`src/rtl/multicycle_alu.sv`:
```
// Execute-stage ALU: registered single-cycle ops, iterative signed MULT/DIV into HI/LO.
// Optional signed-overflow detection for ADD/SUB is built when ALU_OVF_DETECT_EN is defined.
module multicycle_alu #(
   parameter int WIDTH = 32
) (
   input  logic             clk,
   input  logic             rst,
   input  logic             start,
   input  logic [3:0]       alu_operation,
   input  logic [WIDTH-1:0] a,
   input  logic [WIDTH-1:0] b,
   output logic [WIDTH-1:0] result,
   output logic             zero,
   output logic             overflow,
   output logic [WIDTH-1:0] hi,
   output logic [WIDTH-1:0] lo,
   output logic             busy,
   output logic             done
);
   localparam int ITER = WIDTH;
   localparam int SHW  = $clog2(WIDTH);
   localparam int CW   = $clog2(ITER);

   localparam logic [3:0] OP_XOR  = 4'd1;
   localparam logic [3:0] OP_OR   = 4'd2;
   localparam logic [3:0] OP_AND  = 4'd3;
   localparam logic [3:0] OP_NOR  = 4'd4;
   localparam logic [3:0] OP_SLL  = 4'd5;
   localparam logic [3:0] OP_SRL  = 4'd6;
   localparam logic [3:0] OP_SLT  = 4'd7;
   localparam logic [3:0] OP_ADD  = 4'd8;
   localparam logic [3:0] OP_ADDU = 4'd9;
   localparam logic [3:0] OP_SUB  = 4'd10;
   localparam logic [3:0] OP_SUBU = 4'd11;
   localparam logic [3:0] OP_MULT = 4'd12;
   localparam logic [3:0] OP_DIV  = 4'd13;

   typedef enum logic [1:0] {S_IDLE, S_MUL, S_DIV, S_FIX} state_t;

   state_t           state_q;
   logic [WIDTH-1:0] result_q, hi_q, lo_q;
   logic [WIDTH-1:0] acc_hi_q, acc_lo_q, opnd_q;
   logic             zero_q, busy_q, done_q;
   logic             sign_a_q, sign_b_q, is_div_q;
   logic [CW-1:0]    cnt_q;

   logic [WIDTH-1:0]   result_d;
   logic               zero_d;
   logic [WIDTH-1:0]   abs_a, abs_b;
   logic               is_muldiv;
   logic [WIDTH:0]     mul_sum;
   logic [WIDTH:0]     div_shift;
   logic               div_ge;
   logic [WIDTH-1:0]   div_sub;
   logic [2*WIDTH-1:0] prod;

   assign abs_a     = a[WIDTH-1] ? -a : a;
   assign abs_b     = b[WIDTH-1] ? -b : b;
   assign is_muldiv = (alu_operation == OP_MULT) || (alu_operation == OP_DIV);

   // acc_hi holds the partial product / remainder, acc_lo the multiplier / dividend-quotient.
   assign mul_sum   = {1'b0, acc_hi_q} + (acc_lo_q[0] ? {1'b0, opnd_q} : '0);
   assign div_shift = {acc_hi_q, acc_lo_q[WIDTH-1]};
   assign div_ge    = div_shift >= {1'b0, opnd_q};
   assign div_sub   = div_shift[WIDTH-1:0] - opnd_q;
   assign prod      = {acc_hi_q, acc_lo_q};

   always_comb begin
      result_d = '0;
      case (alu_operation)
         OP_XOR:          result_d = a ^ b;
         OP_OR:           result_d = a | b;
         OP_AND:          result_d = a & b;
         OP_NOR:          result_d = ~(a | b);
         OP_SLL:          result_d = b << a[SHW-1:0];
         OP_SRL:          result_d = b >> a[SHW-1:0];
         OP_SLT:          result_d = {{(WIDTH-1){1'b0}}, ($signed(a) < $signed(b))};
         OP_ADD, OP_ADDU: result_d = a + b;
         OP_SUB, OP_SUBU: result_d = a - b;
         default:         result_d = '0;
      endcase
      zero_d = (result_d == '0);
   end

   always_ff @(posedge clk or posedge rst) begin
      if (rst) begin
         state_q  <= S_IDLE;
         result_q <= '0;
         zero_q   <= 1'b0;
         hi_q     <= '0;
         lo_q     <= '0;
         busy_q   <= 1'b0;
         done_q   <= 1'b0;
         acc_hi_q <= '0;
         acc_lo_q <= '0;
         opnd_q   <= '0;
         sign_a_q <= 1'b0;
         sign_b_q <= 1'b0;
         is_div_q <= 1'b0;
         cnt_q    <= '0;
      end else begin
         done_q <= 1'b0;
         case (state_q)
            S_IDLE: begin
               if (start && is_muldiv) begin
                  is_div_q <= (alu_operation == OP_DIV);
                  acc_hi_q <= '0;
                  acc_lo_q <= (alu_operation == OP_DIV) ? abs_a : abs_b;
                  opnd_q   <= (alu_operation == OP_DIV) ? abs_b : abs_a;
                  sign_a_q <= a[WIDTH-1];
                  sign_b_q <= b[WIDTH-1];
                  cnt_q    <= '0;
                  busy_q   <= 1'b1;
                  state_q  <= (alu_operation == OP_DIV) ? S_DIV : S_MUL;
               end else if (start) begin
                  result_q <= result_d;
                  zero_q   <= zero_d;
                  done_q   <= 1'b1;
               end
            end
            S_MUL: begin
               acc_hi_q <= mul_sum[WIDTH:1];
               acc_lo_q <= {mul_sum[0], acc_lo_q[WIDTH-1:1]};
               cnt_q    <= cnt_q + CW'(1);
               if (cnt_q == CW'(ITER - 1)) state_q <= S_FIX;
            end
            S_DIV: begin
               acc_hi_q <= div_ge ? div_sub : div_shift[WIDTH-1:0];
               acc_lo_q <= {acc_lo_q[WIDTH-2:0], div_ge};
               cnt_q    <= cnt_q + CW'(1);
               if (cnt_q == CW'(ITER - 1)) state_q <= S_FIX;
            end
            S_FIX: begin
               if (is_div_q) begin
                  // Divide by zero must report all-ones quotient regardless of operand signs.
                  lo_q <= (opnd_q == '0) ? '1 : ((sign_a_q ^ sign_b_q) ? -acc_lo_q : acc_lo_q);
                  hi_q <= sign_a_q ? -acc_hi_q : acc_hi_q;
               end else begin
                  {hi_q, lo_q} <= (sign_a_q ^ sign_b_q) ? -prod : prod;
               end
               cnt_q   <= '0;
               busy_q  <= 1'b0;
               done_q  <= 1'b1;
               state_q <= S_IDLE;
            end
            default: state_q <= S_IDLE;
         endcase
      end
   end

`ifdef ALU_OVF_DETECT_EN
   logic ovf_d, ovf_q;

   always_comb begin
      ovf_d = 1'b0;
      case (alu_operation)
         OP_ADD:  ovf_d = (a[WIDTH-1] == b[WIDTH-1]) && (result_d[WIDTH-1] != a[WIDTH-1]);
         OP_SUB:  ovf_d = (a[WIDTH-1] != b[WIDTH-1]) && (result_d[WIDTH-1] != a[WIDTH-1]);
         default: ovf_d = 1'b0;
      endcase
   end

   always_ff @(posedge clk or posedge rst) begin
      if (rst) begin
         ovf_q <= 1'b0;
      end else if (state_q == S_IDLE && start && !is_muldiv) begin
         ovf_q <= ovf_d;
      end
   end

   assign overflow = ovf_q;
`else
   assign overflow = 1'b0;
`endif

   assign result = result_q;
   assign zero   = zero_q;
   assign hi     = hi_q;
   assign lo     = lo_q;
   assign busy   = busy_q;
   assign done   = done_q;
endmodule

```
`config.mk`:
```
export PLATFORM = sky130hd
export DESIGN_NAME = multicycle_alu
export DESIGN_NICKNAME = d
export VERILOG_FILES = /design/src/rtl/multicycle_alu.sv
export SDC_FILE = /design/constraint.sdc
export NUM_CORES = 1
export LEC_CHECK = 0
export ABC_AREA = 0
export ABC_CLOCK_PERIOD_IN_PS = 10700
export BUFFER_PORTS_ARGS = -buffer_cell sky130_fd_sc_hd__buf_4
export CAP_MARGIN = 20
export CORE_AREA = 2 2 225 227
export DETAILED_ROUTE_END_ITERATION = 8
export DIE_AREA = 0 0 227 229
export PLACE_DENSITY = 0.72
export SETUP_SLACK_MARGIN = 0.4
export SYNTH_ARGS = -nofsm -noshare
export SYNTH_HDL_FRONTEND = slang
export SYNTH_SLANG_ARGS = --single-unit
```
`constraint.sdc`:
```
create_clock -name clk -period 10.7 [get_ports clk]
set_clock_uncertainty 0.05 [all_clocks]
set_input_delay 0.535 -clock clk [delete_from_list [all_inputs] [get_ports clk]]
set_output_delay 0.535 -clock clk [all_outputs]
set_load 0.005 [all_outputs]
```
==> results_dict.tcl, run 1 <==
set metrics [dict create \
    ir_drop_uv 121 \
    inserted_clock_buffers 26 \
    dr.pass1.iters 7 \
    grt_pass1_wl_um 160000 \
    grt-ovfl-total 0 \
    leak_pwr_nw 11.7 \
    grt_setup_unrepaired "no" \
    period_share_pct 48.9 \
    final_cell_mix "sky130_fd_sc_hd__nor2_1 (408), sky130_fd_sc_hd__a21oi_1 (340), sky130_fd_sc_hd__o21ai_0 (228)" \
    crit_path_max_incr_delay_ps 1000 \
    status "finished clean" \
    crit_path_end_kind "flop" \
    initial_core_util_pct 49.3 \
    cpMaxStageDelayCell "sky130_fd_sc_hd__nor4_1" \
    drt.antenna.violating_nets 0 \
    avgSynthCellArea_sq_um 7.47 \
    worstPathArrival_ps 5680 \
    area_growth_syn_to_layout_pct 10.2 \
    reg2reg_from "acc_lo_q[0]$_DFFE_PP0P_" \
    place.port_buffers 169 \
    hold_viol 0 \
    pin_count_of_the_biggest_net_entering_global_routing 96 \
    ios 171 \
    floorplan.die.width_um 227 \
    ys_seq_area_share_pct 21.0 \
    dp.final_hpwl_um 82700 \
    synthArstFlopShare_pct 100 \
    first_global_vias 24800 \
    power_density_over_cell_area_mw_per_mm2 246 \
    h-tree-depth 1 \
    cp-startpoint "a[2]" \
    detailed_route_wire_length_per_cell_um 27.1 \
    final_max_slew_viol_count 0 \
    cp-endpoint "zero$_DFFE_PP0P_" \
    ys_warn_count 0 \
    final_weighted_congestion_of_routability_driven_global_placement 1.10 \
    share_of_final_layout_standard_cells_stronger_than_drive_strength_1_pct 11.4 \
    holdBufCountCts 0 \
    cts.sinks 205 \
    synth_area_sq_mm 0.0245 \
    timing.reg2reg.worst_path_depth 15 \
    timing.max_slew.rel_slack_pct 21.3 \
    postSynthRegisterBits 205 \
    critical_path_peak_fanout 44 \
    totalNegativeSetupSlack_ps 0 \
    max_slew.worst_pin.slew_ps 1170 \
    number_of_gates_resized_after_cts 0 \
    setup.worst_path.start_class "primary input" \
    drt_iter0_markers 3652 \
    crit_path_cell_trace "buf_4 > inv_1 > buf_4 > ha_1 > nor2_1 > o311a_1 > o311ai_0 > o21ai_0 > xor2_1 > nor2_1 > nor4_1 > and3_1 > nand4_1 > or4_1 > or3_1 > o22ai_1" \
    drv_cap 0 \
    reg_to_reg_setup_timing_slack_ps 5670 \
    dr_total_vias 26700 \
    worstSetupPathType "in -> reg" \
    synth_edf_count 0 \
    syn_nets 3528 \
    worstPathRequired_ps 11150 \
    tritoncts_clock_tree "built" \
    dieHeight_um 229 \
    cts-root-to-sink-buffers 3 \
    worst_hold_path_type "in -> async" \
    num-nets-final 3540 \
    postCtsSetupRepairBufs 0 \
    initial_antenna_violation_count 4 \
    detail_route.drc_violations 0 \
    core.rowCount 82 \
    cell_chosen_for_the_clock_root "sky130_fd_sc_hd__clkbuf_16" \
    final_period_minus_worst_setup_slack_ps 5230 \
    avgViaCountPerCell 6.72 \
    gr-usage-all-layers_pct 40.3 \
    finalSetupViolations 0 \
    totalWireLength_um 108000 \
    preCtsSetupSlack_ps 5060 \
    final.setup.worst_slack_ps 5470 \
    fmaxAchievable_mhz 191 \
    worstSkewPairLatency_ps 580 \
    die_area_sq_mm 0.0520 \
    critical_path.reg2reg.endpoint "acc_hi_q[24]$_DFFE_PP0P_" \
    clkSlewWorstSetupHoldPaths_ps 70 \
    core_sq_mm 0.0497 \
    ys.flop_type "sky130_fd_sc_hd__dfrtp_1" \
    synthDistinctLibCells 92 \
    final_common_cell "sky130_fd_sc_hd__nor2_1" \
    post_synth_inst_count 3273 \
]
[how the worst min path moves through the flow]
stage | start | to | slack, ps | depth (start not counted)
2_1_floorplan | cnt_q[4]$_DFFE_PP0P_ | cnt_q[4]$_DFFE_PP0P_ | 400 | 2
3_3_place_gp | cnt_q[4]$_DFFE_PP0P_ | cnt_q[4]$_DFFE_PP0P_ | 410 | 2
3_5_place_dp | cnt_q[4]$_DFFE_PP0P_ | cnt_q[4]$_DFFE_PP0P_ | 430 | 2
4_1_cts | rst | result[8]$_DFFE_PP0P_ | 70 | 2
5_1_grt | rst | acc_hi_q[30]$_DFFE_PP0P_ | 110 | 2
6_report | rst | acc_hi_q[30]$_DFFE_PP0P_ | 40 | 2
[area by class of cell]
cell class | instances | area [sq um]
diodes | 3 | 7.51
clock buffers | 37 | 762
clock inverters | 11 | 138
fillers | 4927 | 22700
inverters | 168 | 638
multi-input cells | 2667 | 17800
flip-flops and latches | 205 | 5130
well taps | 672 | 841
repair buffers | 217 | 1630
[critical path: cells and delay by family]
kind | cells | cell delay (ps)
buffers and inverters | 3 | 820
adder cells (fa/ha/maj) | 1 | 540
AND/OR/NAND/NOR | 7 | 2640
AO/OA/AOI/OAI | 4 | 910
XOR/XNOR | 1 | 190
[routing by layer]
| layer | vias to the layer above | wire length [um] | track usage, % |
|---|---|---|---|
| met5 | - | 23 | 0 |
| met4 | 4 | 8150 | 24.7 |
| met3 | 392 | 9180 | 5.95 |
| met2 | 1532 | 47900 | 63.6 |
| met1 | 12800 | 42600 | 51.9 |
| li1 | 12100 | - | - |
[registers in the layout, indices dropped and copies added (netlist names)]
signal and flops:
zero 1, acc_hi_q 32, state_q 2, done 1, result 32, acc_lo_q 32
cnt_q 5, hi 32, sign_b_q 1, busy 1, lo 32, sign_a_q 1
is_div_q 1, opnd_q 32
[power breakdown]
group	switching [mW]	internal, mW
Sequential	0.497	1.14
Combinational	2.38	1.68
Clock	0.386	0.548
Total	3.26	3.37
[cell usage after synthesis, types with 18 or more instances]
| master | number | area, sq um |
|---|---|---|
| sky130_fd_sc_hd__a211oi_1 | 53 | 398 |
| sky130_fd_sc_hd__a21o_1 | 42 | 315 |
| sky130_fd_sc_hd__a21oi_1 | 340 | 1700 |
| sky130_fd_sc_hd__a221o_1 | 20 | 200 |
| sky130_fd_sc_hd__a221oi_1 | 37 | 324 |
| sky130_fd_sc_hd__a22oi_1 | 82 | 616 |
| sky130_fd_sc_hd__a31oi_1 | 39 | 244 |
| sky130_fd_sc_hd__buf_1 | 28 | 105 |
| sky130_fd_sc_hd__buf_2 | 20 | 100 |
| sky130_fd_sc_hd__clkbuf_1 | 179 | 672 |
| sky130_fd_sc_hd__dfrtp_1 | 205 | 5130 |
| sky130_fd_sc_hd__ha_1 | 180 | 2250 |
| sky130_fd_sc_hd__inv_1 | 165 | 619 |
| sky130_fd_sc_hd__mux2_2 | 60 | 676 |
| sky130_fd_sc_hd__mux2i_1 | 79 | 791 |
| sky130_fd_sc_hd__nand2_1 | 225 | 845 |
| sky130_fd_sc_hd__nand2b_1 | 37 | 231 |
| sky130_fd_sc_hd__nand3_1 | 52 | 260 |
| sky130_fd_sc_hd__nand4_1 | 22 | 138 |
| sky130_fd_sc_hd__nor2_1 | 408 | 1530 |
| sky130_fd_sc_hd__nor2b_1 | 37 | 231 |
| sky130_fd_sc_hd__nor3_1 | 58 | 290 |
| sky130_fd_sc_hd__nor4_1 | 34 | 213 |
| sky130_fd_sc_hd__o211ai_1 | 28 | 210 |
| sky130_fd_sc_hd__o21a_1 | 19 | 143 |
| sky130_fd_sc_hd__o21ai_0 | 229 | 1150 |
| sky130_fd_sc_hd__o22ai_1 | 59 | 369 |
| sky130_fd_sc_hd__o31ai_1 | 38 | 285 |
| sky130_fd_sc_hd__o41ai_1 | 18 | 158 |
| sky130_fd_sc_hd__or3_1 | 24 | 150 |
| sky130_fd_sc_hd__xnor2_1 | 132 | 1160 |
| sky130_fd_sc_hd__xor2_1 | 67 | 587 |
[logic make-up after synthesis]
kind of cell               synth area share [%]
xor gates and xnor gates                   7.13
other                                    0.0153
muxes                                      7.07
AOI/OAI and AO/OA                          30.4
adders and majority gates                  9.54
and+or+nand+nor                            18.5
DFF                                        21.0
buffers and inverters                      6.38
[metrics by stage]
| step | hold slack [ps] | util (%) | area (sq um) | instances | power, mW |
|---|---|---|---|---|---|
| after floorplan | 395 | - | 24500 | 3273 | 4.32 |
| after global placement | 413 | 52.4 | 26000 | 3927 | 5.57 |
| after detailed placement | 430 | 52.4 | 26000 | 3927 | 5.58 |
| after CTS | 67.2 | 54.2 | 26900 | 3975 | 6.55 |
| after global routing | 110 | 54.3 | 27000 | 3977 | 7.12 |
| final | 44.8 | 54.3 | 27000 | 3980 | 6.63 |
(Power assumes the default switching activity.)
==> inputs of run 2 (changes only) <==
--- a/config.mk
+++ b/config.mk
@@ -6,13 +6,13 @@
 export NUM_CORES = 1
 export LEC_CHECK = 0
 export ABC_AREA = 0
-export ABC_CLOCK_PERIOD_IN_PS = 10700
+export ABC_CLOCK_PERIOD_IN_PS = 4570
 export BUFFER_PORTS_ARGS = -buffer_cell sky130_fd_sc_hd__buf_4
 export CAP_MARGIN = 20
 export CORE_AREA = 2 2 225 227
 export DETAILED_ROUTE_END_ITERATION = 8
 export DIE_AREA = 0 0 227 229
-export PLACE_DENSITY = 0.72
+export PLACE_DENSITY = 0.75
 export SETUP_SLACK_MARGIN = 0.4
 export SYNTH_ARGS = -nofsm -noshare
 export SYNTH_HDL_FRONTEND = slang
==> constraint.sdc (replaced) <==
create_clock -name clk -period 4.57 [get_ports clk]
set_clock_uncertainty 0.05 [all_clocks]
set_input_delay 0.2285 -clock clk [delete_from_list [all_inputs] [get_ports clk]]
set_output_delay 0.2285 -clock clk [all_outputs]
set_load 0.005 [all_outputs]
==> results_dict.tcl, run 2 (synthesis results as in run 1) <==
set metrics [dict create \
    cell_chosen_for_the_clock_root "sky130_fd_sc_hd__clkbuf_16" \
    grt-ovfl-total 0 \
    detailed_route_wire_length_per_cell_um 25.8 \
    finalSetupViolations 0 \
    totalWireLength_um 106000 \
    worstPathArrival_ps 4470 \
    drt.antenna.violating_nets 0 \
    n_fill_cell 4821 \
    finalPower_mw 15.5 \
    cts.sinks 205 \
    pin_count_of_the_biggest_net_entering_global_routing 149 \
    floorplan.die.width_um 227 \
    max_slew.worst_pin.slew_ps 1270 \
    drt_iter0_markers 3377 \
    totalNegativeSetupSlack_ps 0 \
    reg2reg_from "state_q[0]$_DFFE_PP0P_" \
    timing.critical_path.mode_cell "sky130_fd_sc_hd__nand4_1" \
    crit_path_cell_trace "inv_1 > ha_2 > nand2_1 > a221o_1 > nor3_1 > nand4_1 > nor4_2 > buf_4 > and3_1 > nand4_1 > or4_1 > or3_1 > o22ai_1" \
    top_usage_layer "met2" \
    critical_path_peak_fanout 4 \
    dp.final_hpwl_um 83700 \
    ir_drop_uv 309 \
    drv_cap 0 \
    cpMaxStageDelayCell "sky130_fd_sc_hd__or4_1" \
    core_sq_mm 0.0497 \
    status "finished clean" \
    cts-root-to-sink-buffers 3 \
    timing.reg2reg.worst_path_depth 13 \
    h-tree-depth 1 \
    grt_pass1_wl_um 159000 \
    worstSetupPathType "reg -> reg" \
    final_cell_mix "sky130_fd_sc_hd__nor2_1 (407), sky130_fd_sc_hd__buf_4 (351), sky130_fd_sc_hd__a21oi_1 (338)" \
    hold_viol 0 \
    first_global_vias 25600 \
    crit_path_end_kind "flop" \
    detail_route.drc_violations 0 \
    period_share_pct 88.3 \
    gr-usage-all-layers_pct 39.9 \
    ios 171 \
    core.rowCount 82 \
    final_weighted_congestion_of_routability_driven_global_placement 1.07 \
    place.port_buffers 169 \
    use_met3_pct 8.20 \
    grt_util_met2_pct 62.5 \
    dr.pass1.iters 8 \
    initial_antenna_violation_count 5 \
    num-nets-final 3683 \
    hold_slack_ps 44.5 \
    initial_core_util_pct 49.3 \
    crit_path_max_incr_delay_ps 600 \
    worstSkewPairLatency_ps 560 \
    tritoncts_clock_tree "built" \
    gr-usage-met1_pct 50.1 \
    setup.worst_path.start_class "flop" \
    timing.hold.worst_path_depth 3 \
    avgViaCountPerCell 6.61 \
    power_density_over_cell_area_mw_per_mm2 552 \
    final_max_slew_viol_count 0 \
    share_of_final_layout_standard_cells_stronger_than_drive_strength_1_pct 15.2 \
    worst_hold_path_type "in -> reg" \
    die_area_sq_mm 0.0520 \
    reg_to_reg_setup_timing_slack_ps 530 \
    dieHeight_um 229 \
    min_delay_endpoint "opnd_q[18]$_DFFE_PP0P_" \
    leak_pwr_nw 12.4 \
    timing.hold.worst.start "a[18]" \
    final_period_minus_worst_setup_slack_ps 4040 \
    timing.max_slew.rel_slack_pct 15.6 \
    grt_setup_unrepaired "yes" \
    fmaxAchievable_mhz 248 \
    dr_total_vias 27200 \
    worstPathRequired_ps 5000 \
    clkSlewWorstSetupHoldPaths_ps 60 \
    inserted_clock_buffers 26 \
    area_growth_syn_to_layout_pct 14.9 \
    critical_path.reg2reg.endpoint "zero$_DFFE_PP0P_" \
    final_common_cell "sky130_fd_sc_hd__nor2_1" \
]
[run 2: cell type report]
class / count / area [sq um] / share of cell area, %
Tap cell: 672 / 841 / 2.99
Sequential cell: 205 / 5130 / 18.3
Antenna cell: 3 / 7.51 / 0.0267
Inverter: 168 / 634 / 2.26
Clock inverter: 9 / 116 / 0.414
Multi-Input combinational cell: 2667 / 17900 / 63.6
Timing Repair Buffer: 360 / 2800 / 9.95
Clock buffer: 36 / 708 / 2.52
[run 2: per-stage QoR]
step	setup slack (ps)	util [%]	cells	cell area [sq um]
4_1_cts	506	56.4	4114	28000
5_1_grt	360	56.6	4118	28100
2_1_floorplan	416	-	3273	24500
6_report	535	56.6	4120	28100
3_3_place_gp	209	54.8	4068	27200
3_5_place_dp	93.2	54.8	4068	27200
[run 2: worst max-delay path by stage]
| stage | startpoint | to | slack, ps | cells past startpoint |
|---|---|---|---|---|
| 4_1_cts | acc_lo_q[0]$_DFFE_PP0P_ | acc_hi_q[30]$_DFFE_PP0P_ | 510 | 16 |
| 3_5_place_dp | a[0] | zero$_DFFE_PP0P_ | 90 | 14 |
| 2_1_floorplan | a[2] | zero$_DFFE_PP0P_ | 420 | 17 |
| 5_1_grt | acc_lo_q[0]$_DFFE_PP0P_ | acc_hi_q[29]$_DFFE_PP0P_ | 360 | 16 |
| 3_3_place_gp | a[1] | zero$_DFFE_PP0P_ | 210 | 16 |
| 6_report | state_q[0]$_DFFE_PP0P_ | zero$_DFFE_PP0P_ | 530 | 13 |
[run 2: worst max-delay path: cells and delay by family, from the launching register on]
kind | cells | cell delay (ps)
AOI/OAI and AO/OA | 2 | 460
adders and majority gates | 1 | 200
buffers and inverters | 2 | 290
and+or+nand+nor | 8 | 2530
DFF | 1 | 430
[run 2: repair_timing]
action / in CTS / in global routing
hold endpoints to repair: 205 / 0
endpoints found under the setup margin: 0 / 10
hold buffers: 1 / 0
buffers inserted: 0 / 1
resized for setup: 0 / 12
[run 2: per-layer routing]
layer,up-vias,wire length [um],part of all wire [%]
met2,1676,47100,44
met3,390,10800,10
met4,2,7760,7.3
met5,-,13,0.012
li1,12300,-,-
met1,12800,40500,38
[run 2: power breakdown]
part,internal (mW),switching [mW]
Combinational,4.10,5.63
Clock,1.19,0.838
Sequential,2.68,1.09
